==> src/rtl/fetch_unit_pkg.sv <==
// Shared constants and buffer entry type for the instruction fetch unit.
package fetch_unit_pkg;

    localparam int XLEN = 32;
    localparam logic [XLEN-1:0] NOP = 32'h0000_0013;

    typedef struct packed {
        logic [XLEN-1:0] pc;
        logic [XLEN-1:0] inst;
    } fetch_entry_t;

    function automatic logic [XLEN-1:0] word_align(input logic [XLEN-1:0] a);
        return a & ~XLEN'(3);
    endfunction

endpackage

==> src/rtl/fetch_fifo.sv <==
// Instruction buffer: registered head, flush clears all entries.
module fetch_fifo
    import fetch_unit_pkg::*;
#(
    parameter int DEPTH = 4,
    localparam int AW = $clog2(DEPTH)
) (
    input  logic         clk,
    input  logic         rst,
    input  logic         flush,
    input  logic         push,
    input  logic         pop,
    input  fetch_entry_t wdata,
    output fetch_entry_t rdata,
    output logic         full,
    output logic         empty,
    output logic [AW:0]  count
);

    fetch_entry_t  mem [DEPTH];
    logic [AW-1:0] rd_ptr;
    logic [AW-1:0] wr_ptr;
    logic          do_push;
    logic          do_pop;

    assign empty   = (count == '0);
    assign full    = (count == (AW+1)'(DEPTH));
    assign do_pop  = pop & ~empty;
    assign do_push = push & (~full | do_pop);
    assign rdata   = mem[rd_ptr];

    always_ff @(posedge clk) begin
        if (rst || flush) begin
            rd_ptr <= '0;
            wr_ptr <= '0;
            count  <= '0;
        end else begin
            if (do_push) begin
                mem[wr_ptr] <= wdata;
                wr_ptr      <= wr_ptr + AW'(1);
            end
            if (do_pop) begin
                rd_ptr <= rd_ptr + AW'(1);
            end
            count <= count + (AW+1)'(do_push) - (AW+1)'(do_pop);
        end
    end

endmodule

==> src/rtl/fetch_unit.sv <==
// Fetch unit: credit-limited requests, in-order response buffer, redirect drop.
module fetch_unit
    import fetch_unit_pkg::*;
#(
    parameter logic [XLEN-1:0] RESET_PC = 32'h0000_0000,
    parameter int              DEPTH    = 4
) (
    input  logic            clk,
    input  logic            rst,
    output logic            imem_req_valid,
    input  logic            imem_req_ready,
    output logic [XLEN-1:0] imem_req_addr,
    input  logic            imem_resp_valid,
    input  logic [XLEN-1:0] imem_resp_data,
    input  logic            redirect_valid,
    input  logic [XLEN-1:0] redirect_pc,
    output logic            inst_valid,
    input  logic            inst_ready,
    output logic [XLEN-1:0] inst,
    output logic [XLEN-1:0] pc
);

    localparam int CW = $clog2(DEPTH) + 1;

    logic [XLEN-1:0] fetch_pc;
    logic [XLEN-1:0] resp_pc;
    logic [XLEN-1:0] target;
    logic [CW-1:0]   outstanding;
    logic [CW-1:0]   drop_cnt;
    logic [CW-1:0]   count;
    logic            req_fire;
    logic            resp_in;
    logic            discard;
    logic            enq;
    logic            full;
    logic            empty;
    fetch_entry_t    head;
    fetch_entry_t    wentry;

    assign target   = word_align(redirect_pc);
    assign imem_req_addr = fetch_pc;
    assign imem_req_valid = ~rst & ~redirect_valid & ~full
                          & (({1'b0, outstanding} + {1'b0, count}) < (CW+1)'(DEPTH));
    assign req_fire = imem_req_valid & imem_req_ready;

    // A response with nothing outstanding is a leftover from before reset.
    assign resp_in  = imem_resp_valid & ~rst & (outstanding != '0);
    assign discard  = redirect_valid | (drop_cnt != '0);
    assign enq      = resp_in & ~discard;
    assign wentry   = '{pc: resp_pc, inst: imem_resp_data};

    always_ff @(posedge clk) begin
        if (rst) begin
            fetch_pc    <= RESET_PC;
            resp_pc     <= RESET_PC;
            outstanding <= '0;
            drop_cnt    <= '0;
        end else begin
            outstanding <= outstanding + CW'(req_fire) - CW'(resp_in);
            if (redirect_valid) begin
                fetch_pc <= target;
                resp_pc  <= target;
                drop_cnt <= outstanding - CW'(resp_in);
            end else begin
                if (req_fire) fetch_pc <= fetch_pc + XLEN'(4);
                if (enq)      resp_pc  <= resp_pc + XLEN'(4);
                if (resp_in && drop_cnt != '0) begin
                    drop_cnt <= drop_cnt - CW'(1);
                end
            end
        end
    end

    fetch_fifo #(
        .DEPTH (DEPTH)
    ) u_fifo (
        .clk   (clk),
        .rst   (rst),
        .flush (redirect_valid),
        .push  (enq),
        .pop   (inst_valid & inst_ready),
        .wdata (wentry),
        .rdata (head),
        .full  (full),
        .empty (empty),
        .count (count)
    );

    assign inst_valid = ~empty & ~rst;
    assign inst       = inst_valid ? head.inst : NOP;
    assign pc         = inst_valid ? head.pc : '0;

endmodule

==> config.mk <==
export PLATFORM = sky130hd
export DESIGN_NAME = fetch_unit
export DESIGN_NICKNAME = d
export VERILOG_FILES = /design/src/rtl/fetch_unit_pkg.sv /design/src/rtl/fetch_fifo.sv /design/src/rtl/fetch_unit.sv
export SDC_FILE = /design/constraint.sdc
export NUM_CORES = 1
export LEC_CHECK = 0
export BUFFER_PORTS_ARGS = -buffer_cell sky130_fd_sc_hd__buf_2
export CORE_ASPECT_RATIO = 0.6
export CORE_MARGIN = 3
export CORE_UTILIZATION = 35
export CTS_CLUSTER_DIAMETER = 80
export CTS_CLUSTER_SIZE = 40
export DETAILED_ROUTE_END_ITERATION = 16
export MAX_ROUTING_LAYER = met4
export PLACE_DENSITY = 0.5
export SYNTH_ARGS = -nofsm -noshare
export SYNTH_HDL_FRONTEND = slang
export SYNTH_SLANG_ARGS = --single-unit
==> constraint.sdc <==
create_clock -name clk -period 5.9 [get_ports clk]
set_input_delay 0.885 -clock clk [delete_from_list [all_inputs] [get_ports clk]]
set_output_delay 0.885 -clock clk [all_outputs]
set_load 0.02 [all_outputs]
==> reports/metrics.sh <==
FINAL_MAX_SLEW_VIOL_COUNT=0
SYNTH-SEQ-CELLS=323
P_PER_AREA_nW_PER_UM2=274.3
SETUP_VIOL=0
INTERNAL-POWER_mW=3.177
DETAIL_ROUTE.VIAS_PER_CELL=5.015
PLACE_HPWL_UM=19790
CLK_LATENCY_NS=0.53
CP_MAX_FO=44
GRT_PASS1_VIAS=7894
GP_ROUTABILITY_CONGESTION=0.8073
CELL_TYPE_WITH_THE_HIGHEST_AGGREGATE_AREA_IN_THE_NETLIST='sky130_fd_sc_hd__edfxtp_1'
CLK_PIN_SLEW_WORST_PATHS_NS=0.14
LAYOUT-DRIVE-GT1-SHARE=0.2595
FLOW.AREA_GROWTH_FROM_SYNTHESIS_PCT=13.05
HOLD_PATH_DEPTH=2
GRT_START_MAX_NET_PINS=86
YOSYS.AREA.TOP_TYPE_SHARE=0.5465
P_TOTAL_mW=4.226
NUM_ANTENNA_CELLS=0
TRITONCTS_NUM_SINKS=323
TIMING.SETUP.CRITICAL_PATH_CLASS='register to output port'
NUMPLACEDINSTANCES=1518
GRT_USAGE=0.1528
RELSLEWSLACK=0.2945
INITIAL_UTILIZATION=0.3581
DIE_H_UM=158.9
PLACE_WORST_SETUP_SLACK_NS=1.975
IO_BUFFERS=161
WORST_HOLD_STARTPOINT='imem_req_addr[3]$_SDFFE_PP0P_'
TIMING_WORST_SLEW_PIN_VALUE_NS=1.058
OUTCOME='complete, no violations'
R2R-START='u_fifo.count[2]$_SDFF_PP0_'
POSTCTSSETUPREPAIRBUFS=0
SYNTH_SEQUENTIAL_AREA_RATIO=0.6566
POST-ROUTE-WORST-SETUP-SLACK_NS=2.043
HOLD_PATH_CLASS='register to register'
MOST_FREQUENT_CELLS_AFTER_SYNTHESIS='248 x sky130_fd_sc_hd__edfxtp_1, 75 x sky130_fd_sc_hd__dfxtp_1, 65 x sky130_fd_sc_hd__and2_1, 62 x sky130_fd_sc_hd__mux4_2, 47 x sky130_fd_sc_hd__xnor2_1'
ANT_NETS=0
SHARE_COMB_OF_TOTAL_POWER=0.077
POWER_SWITCHING_mW=1.049
FINAL_NETS=1109
CTS_HTREE_LEVELS=1
HOLD_BUFFERS=0
FF2FF_PATH_DEPTH=10
CORE_AREA_UM2=38060
CTSRESIZECOUNT=0
DRT_FIRST_PASS_ITERS=5
SYNTH.MOST_COMMON_CELL='sky130_fd_sc_hd__edfxtp_1'
CRIT_PATH_START_KIND='register'
DRC=0
LEAKAGEPOWER_nW=5.119
SYNTHCELLS=888
FILL_CELLS=3501
FP-ROW-COUNT=55
CRIT_REQUIRED_NS=5.02
SYNTH_AREA_LEADERS='sky130_fd_sc_hd__edfxtp_1 55%, sky130_fd_sc_hd__dfxtp_1 11%, sky130_fd_sc_hd__mux4_2 10%'
DOMINANTREGCELLSYNTH='sky130_fd_sc_hd__edfxtp_1'
SYN_AREA_PER_CELL_UM2=15.35
MAX_ROOT_SINK_BUFFERS=3
R2R_SLACK_NS=2.52
CTS_TREE='yes'
DIE_W_UM=260.7
GRT_RESIDUAL_OVERFLOW=0
POST-ROUTE-MIN-PERIOD_NS=3.857
ARRIVAL_NS=2.97
NUM_IO_PINS=168
CTSROOTBUFFERMASTER='sky130_fd_sc_hd__clkbuf_16'
POST_DRT_WL_PER_CELL_UM=19.99
TIMING.CRITICAL_PATH.TO_TYPE='output port'
CLOCK_POWER_SHARE=0.311
SYN_AREA_UM2=13630
YOSYSWARNINGCOUNT=0
GRT_ANTENNA_BEFORE_REPAIR=0
TOTALWIRELENGTH_UM=30820
MAX_CAP_VIOLATIONS=0
SW_FRAC_OF_TOTAL=0.2482
NUM_VIAS=7733
IR_WORST_VDD_mV=0.1637
HOLD_PATH_END='imem_req_addr[3]$_SDFFE_PP0P_'
INSTANCES_NO_FILL=1542
FINALHOLDVIOLCOUNT=0
SYNTH-ASYNC-RESET-RATIO=0
FIRST_PASS_GRT_WIRE_LENGTH_UM=48090
DIEAREA_UM2=41420
DRT_FIRST_ITER_VIOLATIONS=497
SYNTH-EDFF-COUNT=248
NETLIST-CELL-TYPE-COUNT=57
MAXCLOCKFREQUENCY_GHz=0.2592
POWER.SHARE.SEQUENTIAL=0.612
TIMING.SETUP.TNS_NS=0
FINAL.SETUP_SKEW_NS=0.03419
SETUP_REPAIR_AFTER_GLOBAL_ROUTING_MISSED_ITS_MARGIN='false'
TRITONCTS.NUM_BUFFERS=14
CRIT-REG2REG-CAPTURE='outstanding[2]$_SDFF_PP0_'
FIN_CRIT_SH=0.6538
worst max path at each step:
stage                         from                         end  slack [ns]  cells after the start
floorplan           redirect_valid  u_fifo.mem[0][0]$_DFFE_PP_        2.41                      4
global placement               rst   outstanding[2]$_SDFF_PP0_        2.03                     10
detailed placement             rst   outstanding[2]$_SDFF_PP0_        1.98                     10
CTS                       register                    inst[16]        1.93                      4
global route              register                    inst[19]        1.78                      4
finish                    register                    inst[19]        2.04                      4
worst max-delay path, cell delays in order, from the launching register on:
cell	delay, ns
sky130_fd_sc_hd__dfxtp_4	0.96
sky130_fd_sc_hd__buf_4	0.52
sky130_fd_sc_hd__mux4_2	0.57
sky130_fd_sc_hd__and2_1	0.18
sky130_fd_sc_hd__buf_2	0.15
cells by family after synthesis:
family                     count (synthesis)  share of synthesized area
AOI/OAI and AO/OA                         99                    0.05398
xor gates and xnor gates                  55                    0.03535
adders and majority gates                 18                    0.01763
buffers and inverters                     79                    0.02662
DFF                                      323                     0.6566
muxes                                     67                     0.1061
other                                      1                  0.0002752
and+or+nand+nor                          246                     0.1034
power groups by stage:
stage / Clock, mW / Combinational, mW / Sequential, mW
6_report: 1.31 / 0.324 / 2.59
5_1_grt: 1.44 / 0.363 / 2.60
4_1_cts: 1.37 / 0.331 / 2.59
3_5_place_dp: 0 / 0.329 / 2.64
3_3_place_gp: 0 / 0.325 / 2.64
2_1_floorplan: 0 / 0.206 / 2.63
layer usage:
metal / global-route usage / vias up / share of wire
met5: - / - / 0
met4: 0.01923 / 0 / 0.010
met3: 0.02184 / 20 / 0.041
met2: 0.2208 / 151 / 0.44
met1: 0.2346 / 3935 / 0.51
li1: - / 3627 / -
per-stage QoR:
step           hold WS [ns]  utilization  area (µm²)
2_1_floorplan        0.4838            -       13640
3_3_place_gp         0.5038       0.3912       14890
3_5_place_dp         0.5221       0.3912       14890
4_1_cts              0.5264       0.4048       15410
5_1_grt              0.5272       0.4048       15410
6_report             0.5323       0.4048       15410
placed cells by master (no fill, tap or decap), types with 25 or more instances in the layout:
master / count
sky130_fd_sc_hd__nor2_1: 28
sky130_fd_sc_hd__buf_2: 161
sky130_fd_sc_hd__o21a_1: 26
sky130_fd_sc_hd__edfxtp_1: 248
sky130_fd_sc_hd__inv_1: 25
sky130_fd_sc_hd__and2_1: 61
sky130_fd_sc_hd__nand2_1: 25
sky130_fd_sc_hd__mux4_2: 62
sky130_fd_sc_hd__dfxtp_1: 73
sky130_fd_sc_hd__a21boi_0: 38
sky130_fd_sc_hd__xnor2_1: 47
registers in the layout (all words and copies together), names as in the netlist, named ones only:
| name | count |
|---|---|
| u_fifo.mem | 248 |
| u_fifo.rd_ptr | 2 |
| imem_req_addr | 30 |
| outstanding | 3 |
| drop_cnt | 3 |
| resp_pc | 30 |
| u_fifo.wr_ptr | 2 |
| u_fifo.count | 3 |
cell type report:
type / count / area [µm²] / share of cell area
clock inverter: 6 / 132.6 / 0.008609
inverter: 27 / 102.6 / 0.006660
timing repair buffer: 166 / 843.3 / 0.05474
multi-input combinational: 489 / 4345 / 0.2821
sequential: 323 / 8954 / 0.5812
tap: 513 / 641.9 / 0.04166
clock buffer: 18 / 386.6 / 0.02510
No activity file was read; power rests on OpenSTA's default activity.
